## src/rtl/local_packet_sender.sv

```systemverilog
`default_nettype none
// ============================================================================
//  Module      : local_packet_sender
//  Description : Host-side packet source for a router local port. Payload
//                flits are buffered in a show-ahead FIFO; a send request
//                emits a header flit (target), a size flit (length) and then
//                the requested number of payload flits under credit flow
//                control.
//  Revision    : 1.0 - initial release
// ============================================================================
module local_packet_sender #(
    parameter int TAM_FLIT = 16,
    parameter int DEPTH    = 8,
    parameter int LEN_W    = 8
) (
    input  logic                       clock,
    input  logic                       reset,
    // host payload interface
    input  logic                       host_wr,
    input  logic [TAM_FLIT-1:0]        host_data,
    output logic                       host_full,
    output logic [$clog2(DEPTH):0]     host_count,
    // host command interface
    input  logic                       send_req,
    input  logic [TAM_FLIT-1:0]        send_target,
    input  logic [LEN_W-1:0]           send_len,
    output logic                       send_busy,
    output logic                       send_done,
    output logic                       send_err,
    // router local port
    output logic                       tx,
    output logic [TAM_FLIT-1:0]        data_out,
    input  logic                       credit_i,
    output logic                       clock_tx
);

    localparam int             AW         = $clog2(DEPTH);
    localparam logic [AW:0]    FULL_COUNT = (AW+1)'(DEPTH);

    typedef enum logic [1:0] {
        IDLE    = 2'd0,
        HEADER  = 2'd1,
        SIZE    = 2'd2,
        PAYLOAD = 2'd3
    } state_t;

    state_t                state;
    state_t                state_next;

    // payload FIFO storage and bookkeeping
    logic [TAM_FLIT-1:0]   mem [DEPTH];
    logic [AW-1:0]         wr_ptr;
    logic [AW-1:0]         rd_ptr;
    logic [AW:0]           count;

    // latched packet context
    logic [TAM_FLIT-1:0]   target_q;
    logic [LEN_W-1:0]      len_q;
    logic [LEN_W-1:0]      remaining;

    logic                  done_q;
    logic                  err_q;

    logic                  fifo_empty;
    logic                  wr_en;
    logic                  pop;
    logic                  link_fire;
    logic                  send_accept;
    logic                  send_reject;
    logic                  last_flit;

    assign fifo_empty  = (count == '0);
    assign host_full   = (count == FULL_COUNT);
    assign host_count  = count;

    // A write is taken only when there is room at the edge; a pop in the
    // same cycle does not free space for a write that sees the FIFO full.
    assign wr_en       = host_wr & ~host_full;

    assign link_fire   = tx & credit_i;
    assign pop         = (state == PAYLOAD) & link_fire;
    assign last_flit   = (remaining == LEN_W'(1));

    // Requests are only looked at in IDLE; a zero length is rejected there.
    assign send_accept = (state == IDLE) & send_req & (send_len != '0);
    assign send_reject = (state == IDLE) & send_req & (send_len == '0);

    assign send_busy   = (state != IDLE);
    assign send_done   = done_q;
    assign send_err    = err_q;

    // Forwarded clock toward the router, purely combinational.
    assign clock_tx    = clock;

    // Payload storage: no reset needed, occupancy tracking makes stale data invisible.
    always_ff @(posedge clock) begin
        if (!reset && wr_en) begin
            mem[wr_ptr] <= host_data;
        end
    end

    // FIFO pointers and occupancy; pointers wrap naturally at DEPTH.
    always_ff @(posedge clock) begin
        if (reset) begin
            wr_ptr <= '0;
            rd_ptr <= '0;
            count  <= '0;
        end else begin
            if (wr_en) begin
                wr_ptr <= wr_ptr + AW'(1);
            end
            if (pop) begin
                rd_ptr <= rd_ptr + AW'(1);
            end
            case ({wr_en, pop})
                2'b10:   count <= count + (AW+1)'(1);
                2'b01:   count <= count - (AW+1)'(1);
                default: count <= count;
            endcase
        end
    end

    // FSM state register.
    always_ff @(posedge clock) begin
        if (reset) begin
            state <= IDLE;
        end else begin
            state <= state_next;
        end
    end

    // Packet context: capture on acceptance, count down on each payload transfer.
    always_ff @(posedge clock) begin
        if (reset) begin
            target_q  <= '0;
            len_q     <= '0;
            remaining <= '0;
        end else if (send_accept) begin
            target_q  <= send_target;
            len_q     <= send_len;
            remaining <= send_len;
        end else if (pop) begin
            remaining <= remaining - LEN_W'(1);
        end
    end

    // Status pulses, each one cycle after the event that causes it.
    always_ff @(posedge clock) begin
        if (reset) begin
            done_q <= 1'b0;
            err_q  <= 1'b0;
        end else begin
            done_q <= pop & last_flit;
            err_q  <= send_reject;
        end
    end

    // Next-state and link outputs; data_out is a pure function of state so
    // it holds automatically while a flit waits for credit.
    always_comb begin
        state_next = state;
        tx         = 1'b0;
        data_out   = '0;
        case (state)
            IDLE: begin
                if (send_accept) begin
                    state_next = HEADER;
                end
            end
            HEADER: begin
                tx       = 1'b1;
                data_out = target_q;
                if (credit_i) begin
                    state_next = SIZE;
                end
            end
            SIZE: begin
                tx       = 1'b1;
                data_out = TAM_FLIT'(len_q);
                if (credit_i) begin
                    state_next = PAYLOAD;
                end
            end
            PAYLOAD: begin
                tx       = ~fifo_empty;
                data_out = mem[rd_ptr];
                if (pop && last_flit) begin
                    state_next = IDLE;
                end
            end
            default: begin
                state_next = IDLE;
            end
        endcase
    end

endmodule
`default_nettype wire

```

## config.mk

```make
export PLATFORM = sky130hd
export DESIGN_NAME = local_packet_sender
export DESIGN_NICKNAME = d
export VERILOG_FILES = /design/src/rtl/local_packet_sender.sv
export SDC_FILE = /design/constraint.sdc
export NUM_CORES = 1
export LEC_CHECK = 0
export CAP_MARGIN = 5
export CORE_ASPECT_RATIO = 1.1
export CORE_MARGIN = 4
export CORE_UTILIZATION = 55
export DETAILED_ROUTE_END_ITERATION = 16
export MAX_ROUTING_LAYER = met4
export PLACE_DENSITY_LB_ADDON = 0.3
export SKIP_CTS_REPAIR_TIMING = 1
export SYNTH_ARGS = -nofsm -noshare
export SYNTH_HDL_FRONTEND = slang
export SYNTH_SLANG_ARGS = --single-unit
export TNS_END_PERCENT = 50
```

## constraint.sdc

```tcl
create_clock -name clock -period 3.65 [get_ports clock]
set_input_delay 0.5475 -clock clock [delete_from_list [all_inputs] [get_ports clock]]
set_output_delay 0.5475 -clock clock [all_outputs]
set_load 0.02 [all_outputs]
```

==> flow_summary.json, run 1 <==
{
  "antenna_found_initial": 0,
  "drt_iter0_markers": 406,
  "dp_hpwl_um": 9950,
  "start_kind": "flop",
  "rows": 43,
  "routed_wl_um": 15700,
  "syn-num-nets": 561,
  "worst_pin_slew_ns": 1.00,
  "setup_tns_ns": 0,
  "coreArea_mm2": 0.0128,
  "syn_area_per_cell_um2": 14.5,
  "maxCapViolCount": 0,
  "drc": 0,
  "powerDensity_mw_per_mm2": 577,
  "max_freq_mhz": 292,
  "synth.distinct_cells": 50,
  "pwr-share-comb_pct": 16.9,
  "worstSkewPairLatency_ns": 0.53,
  "timing.final.crit_share_pct": 93.8,
  "power.switching_mw": 1.34,
  "portBuffers": 70,
  "vias_per_cell": 6.04,
  "gp_congestion": 0.816,
  "grt_remaining_overflow": 0,
  "yosysMostFrequentCell": "edfxtp_1",
  "end_kind": "output pin",
  "min_path_type": "reg2reg",
  "swShare_pct": 26.4,
  "cp_max_fo": 15,
  "yosys.area.top_type_share_pct": 52.8,
  "clk_pin_slew_ns": 0.06,
  "max_slew_margin_pct": 33.2,
  "synth_edf_count": 128,
  "synthFlopType": "edfxtp_1",
  "track_usage_pct": 22.5,
  "hold_viol_final": 0,
  "yosys.area.top_type": "edfxtp_1",
  "fp.dieH_um": 129,
  "die_w_um": 118,
  "maxSlewViolCount": 0,
  "min_period_ns": 3.42,
  "dieArea_mm2": 0.0151,
  "layout-drive-gt1-share_pct": 15.9,
  "grt_max_degree": 56,
  "num_vias": 4515,
  "grt_pass1_wl_um": 25000,
  "synthTopCellsByArea": "edfxtp_1, dfxtp_1, mux4_2, nand2_1, mux2i_1",
  "status": "complete, no violations",
  "pwr-share-seq_pct": 46.0,
  "ant_nets": 0,
  "layout.nets": 638,
  "cts_tree": "done",
  "internal_power_mw": 3.75,
  "grt_pass1_vias": 4680,
  "path_class": "reg2out",
  "setup_viol": 0,
  "vdd_drop_max_v": 0.000428,
  "seq_area_frac_synth_pct": 66.3,
  "io-pin-count": 71,
  "start_util_pct": 56.9,
  "synth.cell_area_mm2": 0.00728,
  "wl_per_cell_um": 21.0,
  "whs_ns": 0.459,
  "synth-seq-cells": 177,
  "leakage_nw": 2.90,
  "drt-pass1-iter-count": 5,
  "fin_skew_ns": 0.00769,
  "yosys-top-cells-count": "edfxtp_1, nand2_1, dfxtp_1",
  "worstPathRequired_ns": 3.10,
  "rsz0062_at_grt": "no",
  "clockPowerShare_pct": 37.2,
  "ys_warn_count": 0,
  "crit_arrival_ns": 2.88,
  "async_flop_share_pct": 0,
  "area_delta_synth_final_pct": 21.3,
  "postSynthCellCount": 503,
  "antennaDiodeCount": 0,
  "total_power_mw": 5.10
}
## routing by layer
layer	vias up	global-route usage [%]	part of all wire (%)
met4	0	10.6	2.9
met3	29	4.75	6.2
met1	2246	27.8	41
li1	2056	-	-
met5	-	-	0
met2	184	36.2	50
## power by group through the flow
| stage | logic, mW | clock network (mW) | registers (mW) |
|---|---|---|---|
| after floorplan | 0.564 | 0.0320 | 2.36 |
| after global placement | 0.816 | 0.0368 | 2.37 |
| after detailed placement | 0.842 | 0.0368 | 2.38 |
| after CTS | 0.852 | 1.93 | 2.34 |
| after global routing | 0.937 | 2.02 | 2.35 |
| final | 0.859 | 1.90 | 2.34 |
## layout by cell type (no fill, tap or decap), drive strengths merged, types with 2 or more instances in the layout
master         Yosys  routed
o31a               2       2
inv               14      15
edfxtp           128     128
clkdlybuf4s50      0      69
o21ai             11      11
ha                12      12
nand4              2       2
a21oi             31      31
nand2b             4       4
nor2              30      30
nor3               9       9
a22oi              8       8
xnor2              3       3
clkinv             0       8
a21o               2       2
a311oi             2       2
buf               10      15
mux2i             20      20
xor2               4       4
dfxtp             49      49
clkbuf            19      21
nand2             66      66
or3                2       2
nor4               3       3
mux4              32      32
a31o               2       2
nor2b              3       3
bufinv             0       2
nand3              5       5
a211oi             5       5
o22ai              8       8
## state kept, by name, indices dropped and copies added, names as in the netlist, named ones only
name,flops
host_count,4
send_err,1
state,2
wr_ptr,3
mem,128
len_q,8
rd_ptr,3
remaining,8
send_done,1
target_q,16
## worst paths after layout
path | start | to | slack, ns | cells after the start
setup reg to reg | state[0] | host_count[3] | 0.39 | 10
setup / recovery | state[0] | data_out[10] | 0.23 | 6
hold / removal | target_q[12] | target_q[12] | 0.46 | 2
hold reg to reg | target_q[12] | target_q[12] | 0.46 | 2
## layout make-up
type,instances,area (µm²)
clock buffer,22,514
clock inverter,12,119
fill,858,3970
inverter,14,55.1
multi-input combinational,283,2320
sequential,177,4830
tap,157,196
timing repair buffer,83,803
## per-stage QoR
| step | worst slack [ns] | cells | util [%] | cell area [µm²] |
|---|---|---|---|---|
| 6_report | 0.227 | 748 | 69.0 | 8830 |
| 5_1_grt | 0.0370 | 748 | 69.0 | 8830 |
| 3_5_place_dp | 0.454 | 715 | 64.1 | 8210 |
| 4_1_cts | 0.0817 | 748 | 68.9 | 8830 |
| 3_3_place_gp | 0.592 | 715 | 64.1 | 8210 |
| 2_1_floorplan | 0.409 | 503 | - | 7280 |
## kinds of logic after synthesis
family | share of synthesized area [%]
compound gates | 7.46
xor+xnor | 0.842
fa+ha+maj | 2.34
buf+inv | 2.39
flops | 66.3
mux | 12.8
simple gates | 7.92
## worst max-delay path, stage by stage (launching register included)
cell and delay, ns:
dfxtp_1 0.38, inv_1 0.10, ha_1 0.41, nor2b_1 0.50, nand2_1 0.19, o21ai_0 0.12
clkdlybuf4s50_1 0.64
Power figures use the tool's default switching activity.
==> inputs of run 2 (changes only) <==
- CORE_UTILIZATION: 55 -> 51
- clock period: 3.65 -> 3 ns (I/O delays scaled with it)
==> run 2 against run 1 <==
Non-clock buffer count is 8 higher. Worst hold slack got worse by 0.0032 ns. Cell area up 2.6%. Largest cell class unchanged. Critical endpoint is now data_out[7]. Clock power up 27%. Clock skew down 0.0012 ns.
==> flow_summary.json, run 2 (synthesized netlist as in run 1, its figures left out) <==
{
  "track_usage_pct": 21.3,
  "r2r-end": "host_count[3]",
  "slowest_stage": "clkdlybuf4s50_1",
  "num_vias": 4498,
  "wl_per_cell_um": 20.3,
  "start_util_pct": 52.4,
  "max_freq_mhz": 335,
  "post_dp_cell_area_mm2": 0.00833,
  "r2r_slack_ns": 0.21,
  "gp_congestion": 0.850,
  "worstPathRequired_ns": 2.55,
  "maxSlewViolCount": 0,
  "layout-drive-gt1-share_pct": 18.1,
  "portBuffers": 70,
  "largest_register_ffs": 128,
  "status": "complete, no violations",
  "start_kind": "flop",
  "crit_arrival_ns": 2.53,
  "coreArea_mm2": 0.0139,
  "final_cell_mix": "edfxtp_1, nand2_1, clkdlybuf4s50_1, dfxtp_1, mux4_2",
  "total_power_mw": 6.36,
  "die_w_um": 122,
  "final_common_cell": "edfxtp_1",
  "antennaDiodeCount": 0,
  "layout.nets": 646,
  "leakage_nw": 3.24,
  "routed_wl_um": 16000,
  "path_class": "reg2out",
  "powerDensity_mw_per_mm2": 701,
  "grt_max_degree": 56,
  "timing.final.crit_share_pct": 99.5,
  "setup_tns_ns": 0,
  "drc": 0,
  "reg2reg_depth": 10,
  "crit_family": "buffers and inverters",
  "fin_skew_ns": 0.00649,
  "vdd_drop_max_v": 0.000505,
  "hold_start": "target_q[1]",
  "antenna_found_initial": 0,
  "worst_pin_slew_ns": 1.02,
  "fin_area_mm2": 0.00906,
  "vias_per_cell": 5.70,
  "ant_nets": 0,
  "setup_viol": 0,
  "hold_viol_final": 0,
  "critPathMaxStageDelay_ns": 0.65,
  "dieArea_mm2": 0.0163,
  "reg2reg_from": "state[1]",
  "cts_tree": "done",
  "clk_pin_slew_ns": 0.07,
  "io-pin-count": 71,
  "drt-pass1-iter-count": 5,
  "end_kind": "output pin",
  "grt_pass1_vias": 4641,
  "drt_iter0_markers": 329,
  "top_register": "mem",
  "worstSkewPairLatency_ns": 0.54,
  "whs_path_depth": 2,
  "max_slew_margin_pct": 32.2,
  "dp_hpwl_um": 10200,
  "rows": 45,
  "rsz0062_at_grt": "yes",
  "cp_max_fo": 8,
  "min_path_type": "reg2reg",
  "grt_pass1_wl_um": 24900,
  "crit_chain": "inv_1 > ha_1 > nand2b_2 > o22ai_1 > clkdlybuf4s50_1",
  "top_regs": "mem: 128 flops, target_q: 16 flops",
  "area_delta_synth_final_pct": 24.5,
  "grt_remaining_overflow": 0,
  "fin_cells": 789,
  "min_period_ns": 2.98,
  "fp.dieH_um": 133,
  "holdPathEnd": "target_q[1]",
  "dp.cells": 753,
  "maxCapViolCount": 0,
  "crit_buf_inv": 2
}
-- run 2: changes by cell type in the layout (fill, tap and decap cells not counted), moves of 3 or more --
cell             previous run  this run
clkinvlp_4                  1         4
dlymetal6s2s_1              0        15
clkinv_1                    4         1
clkdlybuf4s50_1            69        54
buf_4                      13        18
-- run 2: worst reg2reg max path, delay by kind of cell, from the launching register on --
kind,cells,cell delay [ns]
AOI/OAI and AO/OA,3,0.55
adders and majority gates,3,0.81
buffers and inverters,1,0.08
DFF,1,0.40
muxes,2,0.55
and+or+nand+nor,1,0.29
-- run 2: stage by stage --
step / hold slack (ns) / setup slack (ns) / utilization (%)
global placement: 0.442 / 0.236 / 59.9
finish: 0.456 / 0.0157 / 65.2
global route: 0.467 / -0.0933 / 65.2
floorplan: 0.436 / -0.0184 / -
detailed placement: 0.447 / 0.143 / 59.9
CTS: 0.453 / -0.315 / 64.7
-- run 2: area by class of cell --
cell class                      instances  area, µm²
Clock buffer                           24        542
Tap cell                              188        235
Sequential cell                       177       4830
Inverter                               14       55.1
Fill cell                            1022       4840
Multi-Input combinational cell        283       2330
Clock inverter                         12        130
Timing Repair Buffer                   91        943
-- run 2: report_power, final --
group	total, mW	internal [mW]	switching, mW	leakage [nW]
logic	1.10	0.448	0.650	1.37
registers	2.85	2.75	0.0940	1.56
clock network	2.41	1.46	0.947	0.318
-- run 2: how the worst max path moves through the flow --
stage                        startpoint             to  slack, ns  depth (start not counted)
after floorplan           host_count[0]      mem[4][0]      -0.02                          4
after global placement         state[0]  host_count[3]       0.24                         10
after detailed placement       state[0]  host_count[3]       0.14                         10
after CTS                      state[0]   data_out[12]      -0.32                          6
after global routing           state[0]    data_out[7]      -0.09                          5
final                          state[1]    data_out[7]       0.02                          5
-- run 2: routing by layer --
| metal | track usage (%) | wire length (µm) | up-vias |
|---|---|---|---|
| met5 | - | 0 | - |
| met4 | 8.16 | 279 | 0 |
| met3 | 5.56 | 911 | 25 |
| met2 | 34.4 | 8170 | 152 |
| met1 | 25.7 | 6620 | 2250 |
| li1 | - | - | 2071 |
==> inputs of run 3 (changes only) <==
- HOLD_SLACK_MARGIN: not set -> 0.1
- PLACE_DENSITY: not set -> 0.81
- PLACE_DENSITY_LB_ADDON: 0.3 -> not set
==> run 3 against run 2 <==
The flow now finishes with violations (negative setup slack). Global-route usage hardly changed. First-iteration DRC count grew 31%. Worst hold slack hardly changed. Clock skew rose by 0.0064 ns. Power decreased by 0.71%. Clock power decreased by 2%. Fmax fell by 0.80%. Largest power group unchanged. Highest routed layer unchanged.
==> flow_summary.json, run 3 (synthesized netlist as in run 1, its figures left out) <==
{
  "status": "finished, violations left",
  "violations": "negative setup slack",
  "area_delta_synth_final_pct": 24.3,
  "drt_iter0_markers": 432,
  "coreArea_mm2": 0.0139,
  "gp_congestion": 0.891,
  "leakage_nw": 3.23,
  "die_w_um": 122,
  "ant_nets": 0,
  "fin_cells": 790,
  "final_common_cell": "edfxtp_1",
  "vdd_drop_max_v": 0.000454,
  "worstPathRequired_ns": 2.55,
  "drc": 0,
  "crit_arrival_ns": 2.56,
  "final_cell_mix": "edfxtp_1, nand2_1, clkdlybuf4s50_1, dfxtp_1, mux4_2",
  "timing.final.crit_share_pct": 100,
  "layout-drive-gt1-share_pct": 19.1,
  "grt_remaining_overflow": 0,
  "min_path_type": "reg2reg",
  "min_period_ns": 3.01,
  "maxSlewViolCount": 0,
  "reg2reg_depth": 8,
  "rows": 45,
  "layout.nets": 647,
  "n_fill_cell": 965,
  "worst_pin_slew_ns": 1.18,
  "clk_pin_slew_ns": 0.07,
  "cp_max_fo": 12,
  "grt_max_degree": 56,
  "track_usage_pct": 21.3,
  "fin_skew_ns": 0.0129,
  "start_kind": "flop",
  "max_freq_mhz": 332,
  "rsz0062_at_grt": "yes",
  "internal_power_mw": 4.56,
  "reg2reg_from": "host_count[0]",
  "cts_tree": "done",
  "portBuffers": 70,
  "dp_hpwl_um": 10000,
  "antennaDiodeCount": 0,
  "fin_area_mm2": 0.00905,
  "hold_start": "len_q[6]",
  "r2r_slack_ns": 0.15,
  "end_kind": "output pin",
  "fp.dieH_um": 133,
  "power.switching_mw": 1.76,
  "vias_per_cell": 5.73,
  "io-pin-count": 71,
  "place_ws_ns": 0.121,
  "top_register": "mem",
  "holdPathEnd": "len_q[6]",
  "pwr-share-comb_pct": 17.2,
  "post_dp_cell_area_mm2": 0.00832,
  "grt_pass1_vias": 4634,
  "antenna_found_initial": 0,
  "clockPowerShare_pct": 37.6,
  "top_regs": "mem: 128 flops, target_q: 16 flops",
  "worstSkewPairLatency_ns": 0.54,
  "dieArea_mm2": 0.0163,
  "start_util_pct": 52.4,
  "swShare_pct": 27.8,
  "r2r-end": "host_count[3]",
  "dp.cells": 754,
  "drt-pass1-iter-count": 5,
  "pwr-share-seq_pct": 45.1,
  "powerDensity_mw_per_mm2": 697,
  "num_vias": 4525,
  "final_core_util_pct": 65.1,
  "max_slew_margin_pct": 21.5,
  "hold_viol_final": 0,
  "routed_wl_um": 16400,
  "largest_register_ffs": 128,
  "setup_ws_ns": -0.00834,
  "wl_per_cell_um": 20.8,
  "maxCapViolCount": 0,
  "whs_path_depth": 2,
  "setup_viol": 1,
  "grt_pass1_wl_um": 25000,
  "total_power_mw": 6.31,
  "path_class": "reg2out"
}
run 3: changes by cell type in the layout (fill, tap and decap cells not counted), moves of 2 or more:
cell        before  now
mux2i_1         20   16
mux2i_2          0    4
clkinvlp_4       4    1
buf_4           18   20
clkbuf_8         2    0
clkinv_4         0    2
inv_6            3    5
inv_8            0    2
run 3: how the worst max path moves through the flow:
stage | from | to | depth (start not counted)
final | flop | data_out[7] | 5
after global routing | flop | data_out[7] | 5
after CTS | flop | data_out[6] | 5
after detailed placement | state[0] | host_count[3] | 10
after global placement | state[0] | host_count[3] | 10
after floorplan | host_count[0] | mem[4][0] | 4
run 3: final cells by class:
| cell class | instances | area, µm² | share of cell area [%] |
|---|---|---|---|
| flip-flops and latches | 177 | 4830 | 53.3 |
| well taps | 188 | 235 | 2.60 |
| multi-input cells | 283 | 2340 | 25.8 |
| repair buffers | 92 | 936 | 10.3 |
| clock inverters | 15 | 151 | 1.67 |
| inverters | 14 | 55.1 | 0.608 |
| clock buffers | 21 | 510 | 5.64 |
run 3: power by group through the flow:
stage	sequential (mW)	combinational (mW)	clock (mW)
6_report	2.85	1.09	2.37
5_1_grt	2.86	1.18	2.54
4_1_cts	2.84	1.06	2.41
3_5_place_dp	2.90	1.05	0.0448
3_3_place_gp	2.89	1.02	0.0448
2_1_floorplan	2.88	0.687	0.0389
run 3: metal layers:
| metal | vias up | global-route usage [%] | routed length, µm |
|---|---|---|---|
| met5 | - | - | 0 |
| met4 | 0 | 6.85 | 269 |
| met3 | 30 | 5.27 | 999 |
| met2 | 168 | 35.7 | 8580 |
| met1 | 2250 | 25.3 | 6570 |
| li1 | 2077 | - | - |
run 3: critical path, stage by stage (launching register included):
cell	delay, ns
dfxtp_2	0.40
clkbuf_16	0.22
mux4_2	0.52
mux2i_1	0.19
o22ai_1	0.14
clkdlybuf4s50_1	0.56
run 3: stage by stage:
| step | hold WS, ns | setup TNS [ns] |
|---|---|---|
| 6_report | 0.456 | -0.00834 |
| 5_1_grt | 0.478 | -0.0701 |
| 4_1_cts | 0.453 | -0.882 |
| 3_5_place_dp | 0.447 | 0 |
| 3_3_place_gp | 0.444 | 0 |
| 2_1_floorplan | 0.436 | -0.294 |
==> variant 1 (flow settings as in run 1) <==
Remove the register `err_q`: a continuous assignment takes its place, so the output `send_err` follows one clock earlier.
--- a/src/rtl/local_packet_sender.sv
+++ b/src/rtl/local_packet_sender.sv
@@ -150,8 +150,8 @@
             done_q <= 1'b0;
-            err_q  <= 1'b0;
         end else begin
             done_q <= pop & last_flit;
-            err_q  <= send_reject;
         end
     end
+
+    assign err_q = send_reject;
 
Check against the original RTL: not equivalent (a bounded check fails within 4 cycles, from zero or initial values and one cycle with reset high).
==> variant 1 against run 1 <==
- setup slack got worse by 0.036 ns
- power rose by 2.1%
- synthesized area fell by 1.0%
- hold slack got worse by 0.0029 ns
- register-to-register slack improved by 0.30 ns
- final cell count fell by 0.27%
- via count fell by 2.5%
- routed wire length fell by 1.1%
- non-clock buffer count rose by 5
- sequential cell count fell by 1
- final area rose by 0.13%
- combinational power fell by 6.5%
- critical path type unchanged
- critical endpoint is now data_out[12]
==> variant 1: results (changes against run 1) <==
outcome=finished, final reports clean; clock skew=0.007038 ns (-0.0006489 ns); Top Registers=mem (128), target_q (16); leakage=0.002921 uW (+0.83%); min-delay worst type=register to register; CP max FO=17 (+2); synth cell count leaders=128 x edfxtp_1, 70 x nand2_1, 48 x dfxtp_1; All-Layer GR Usage=23.14% (+0.61 points); via/cell ratio=5.899 (-2.3%); Synth cell types=48 (-4.0%); worst hold start=len_q[1]; ranking of synthesized cells by area=edfxtp_1 53%, dfxtp_1 13%, mux4_2 10%; measured slew at the worst slew-check pin=0.7324 ns (-0.2702 ns); layout cells sized above 1=16.64% (+0.73 points); DP Area=8148 um^2 (-0.70%); Synth Warn #=0 (unchanged); PortBufs=70 (unchanged); Synth async-reset ratio=0% (unchanged); first-pass GRT wire length=24660 um (-1.3%); 1st-iter DRT viols=352 (-13%); Post-synth EDFFs=128 (unchanged); R2R Setup Slk=0.69 ns (+0.30 ns); DRT Pass-1 Iters=6 (+1); Clock transition at path regs=roughly 0.070 ns; reg2reg start=state[1]; GPL Wtd Cong=0.9055 (+11%); clk_lat worst skew=0.53 ns (about the same); worst r2r path cells=12 (+2); Seq/Total Area, Yosys=66.67% (+0.41 points); WHS Endpoint=len_q[1]; initial antenna violation count=0 (unchanged); post-DP HPWL=10030 um (+0.82%); reg2reg end=host_count[3]; Post-Synthesis Net Count=550 (-2.0%); diodes inserted=0 (unchanged); vias in the first global route=4533 (-3.1%); hold path cells=2 (unchanged); final net count=634 (-0.63%); drt wl/cell=20.85 um (-0.87%); VDD IR max=0.0004142 V (-3.2%); WHS=0.4564 ns (-0.002866 ns); largest net degree at the start of global routing=41 (-27%)
variant 1: worst max path at each step:
stage	slack, ns	startpoint	to
final	0.19	state[0]	data_out[12]
after global routing	0.04	register	data_out[2]
after CTS	0.14	state[1]	data_out[10]
after detailed placement	0.51	send_len[3]	send_err
after global placement	0.55	send_len[3]	send_err
after floorplan	0.21	host_count[0]	mem[0][0]
variant 1: layout make-up:
type | count | area [um^2]
flip-flops and latches | 176 | 4806
fillers | 864 | 3855
multi-input cells | 277 | 2260
repair buffers | 88 | 833.3
clock buffers | 22 | 514.2
well taps | 157 | 196.4
clock inverters | 14 | 187.7
inverters | 12 | 45.04
variant 1: layer usage:
metal / track usage, % / up-vias / part of all wire [%]
li1: - / 2020 / -
met1: 29.06 / 2190 / 41
met2: 36.42 / 169 / 51
met3: 6.043 / 22 / 5.9
met4: 8.435 / 0 / 1.5
met5: - / - / 0
variant 1: cells by family (layout without fill, tap and decap cells):
group | after synthesis | count (layout) | share of synthesized area (%)
xor gates and xnor gates | 12 | 12 | 1.563
adders and majority gates | 13 | 13 | 2.361
buffers and inverters | 39 | 136 | 2.482
muxes | 50 | 50 | 12.50
and+or+nand+nor | 123 | 123 | 7.656
DFF | 176 | 176 | 66.67
AOI/OAI and AO/OA | 79 | 79 | 6.771
variant 1: stage by stage:
step | setup WS, ns | cells | utilization [%]
floorplan | 0.2121 | 492 | -
global placement | 0.5455 | 711 | 64.17
detailed placement | 0.5083 | 711 | 64.17
CTS | 0.1415 | 746 | 69.62
global route | 0.04497 | 746 | 69.64
finish | 0.1905 | 746 | 69.64
variant 1: where the power goes:
| group | switching [uW] | leakage (uW) | total (uW) | internal (uW) |
|---|---|---|---|---|
| Sequential | 71.3 | 0.00155 | 2320 | 2250 |
| Clock | 773 | 0.000337 | 2080 | 1300 |
| Combinational | 491 | 0.00103 | 803 | 312 |
variant 1: worst max-delay path, cell delays in order (launching register included):
cell and delay [ns]:
dfxtp_1 0.39, inv_1 0.10, ha_1 0.42, nand2b_2 0.49
o21ai_0 0.31, clkdlybuf4s50_1 0.66
==> variant 2 (flow settings as in run 1) <==
Without the edit above. Set the parameter `DEPTH` to 4 (it was 8).
--- a/src/rtl/local_packet_sender.sv
+++ b/src/rtl/local_packet_sender.sv
@@ -12,3 +12,3 @@
     parameter int TAM_FLIT = 16,
-    parameter int DEPTH    = 8,
+    parameter int DEPTH    = 4,
     parameter int LEN_W    = 8
Interface: changed (resized host_count); port bits go from 71 to 70. No check against the original RTL was run, so the function may have changed too.
==> variant 2 against run 1 <==
- synthesized area decreased by 38%
- final area decreased by 38%
- sequential cell count decreased by 68
- synthesized cell count decreased by 28%
- count of clock-buffer cells in the layout decreased by 9
- via count decreased by 33%
- routed wire length decreased by 40%
- setup slack improved by 0.23 ns
- hold slack improved by 0.0067 ns
- power decreased by 40%
- final cell count decreased by 28%
- sequential power decreased by 37%
- highest routed layer unchanged
==> variant 2: results (changes against run 1) <==
outcome=finished, final reports clean; filler cell count=563 (-34%); Post-Synthesis Net Count=419 (-25%); Non-CTS buffers=74 (-11%); 1st-iter DRT viols=198 (-51%); cell count after placement=520 (-27%); Clock-cell share=4.242% (-2.9 points); leakage=0.001846 uW (-36%); VDD IR max=0.0002856 V (-33%); Critical Path AT=2.65 ns (-0.23 ns); first-pass GRT wire length=14520 um (-42%); layout cells sized above 1=11.14% (-4.8 points); synth cell count leaders=64 x edfxtp_1, 55 x nand2_1, 45 x dfxtp_1; drt total wl=9373 um (-40%); Clock transition at path regs=0.10 ns (+0.04 ns); vias in the first global route=2936 (-37%); NonClk Buf Share=13.16% (+4.1 points); via/cell ratio=5.635 (-6.7%); via count=3037 (-33%); measured slew at the worst slew-check pin=0.8379 ns (-0.1647 ns); ranking of synthesized cells by area=edfxtp_1 42%, dfxtp_1 20%, mux4_2 8.0%; Post-synth EDFFs=64 (-50%); GPL Wtd Cong=0.8478 (+3.9%); routed wl met2=4711 um (-40%); Crit path largest cell delay=0.58 ns (-0.06 ns); worst hold start=target_q[4]; area occupied by multi-input gates=1560 um^2 (-33%); Synth cell types=40 (-20%); clk_lat worst skew=0.47 ns (-0.06 ns); die width=94.47 um (-20%); Non-clk invs=10 (-4); WHS=0.4660 ns (+0.006663 ns); PortBufs=69 (-1.4%); CLK BUF=13 (-41%); Top Registers=mem (64), target_q (16); Seq area share=51.18% (-3.5 points); WL met1=4003 um (-38%); Place WS=0.7119 ns (+0.2574 ns); All-Layer GR Usage=20.97% (-1.6 points); clock skew=0.01306 ns (+0.005376 ns); post-DP HPWL=6304 um (-37%); comb_multi_in=218 (-23%); met2 Resource Use GR=32.70% (-3.5 points); adder-cell share of the synthesized area=3.762% (+1.4 points); GR Util met3=3.869% (-0.88 points); Syn Inst Count=361 (-28%); final net count=484 (-24%); XOR/XNOR Fraction of Synth Area=2.324% (+1.5 points); Seq cells post-synth=109 (-38%); met1 Use GR=26.49% (-1.3 points); CP max FO=16 (+1); slowest cell on the critical path=mux4_2; wire length on met3=483 um (-50%); Seq/Total Area, Yosys=62.41% (-3.8 points); min Tclk post-route=3.196 ns (-0.2274 ns); mux cell area share after synthesis=8.188% (-4.6 points); largest net degree at the start of global routing=45 (-20%); Compound-Gate Fraction of Synth Area=8.824% (+1.4 points); DP Area=5291 um^2 (-36%)
==> variant 2: cell types whose count changed after synthesis, sizes merged, moves of 5 or more <==
cell,before,now
edfxtp,128,64
mux2i,20,1
mux4,32,16
nand2,66,55
o21ai,11,2
a222oi,0,8
o22ai,8,1
nor3,9,3
clkbuf,19,14
==> variant 2: where the power goes <==
part / switching [uW] / leakage, uW / internal, uW
logic: 469 / 0.000778 / 307
registers: 66.0 / 0.000950 / 1410
clock network: 456 / 0.000118 / 350
total: 991 / 0.00185 / 2070
==> variant 2: kinds of logic after synthesis <==
logic type	count (synthesis)
DFF	109
AOI/OAI and AO/OA	60
xor gates and xnor gates	12
adders and majority gates	13
buffers and inverters	34
and+or+nand+nor	116
muxes	17
==> variant 2: final timing paths <==
path | endpoint | cells past startpoint
worst max-delay path | data_out[6] | 5
worst min-delay path | target_q[4] | 2
worst max register to register | host_count[2] | 10
worst min register to register | target_q[4] | 2
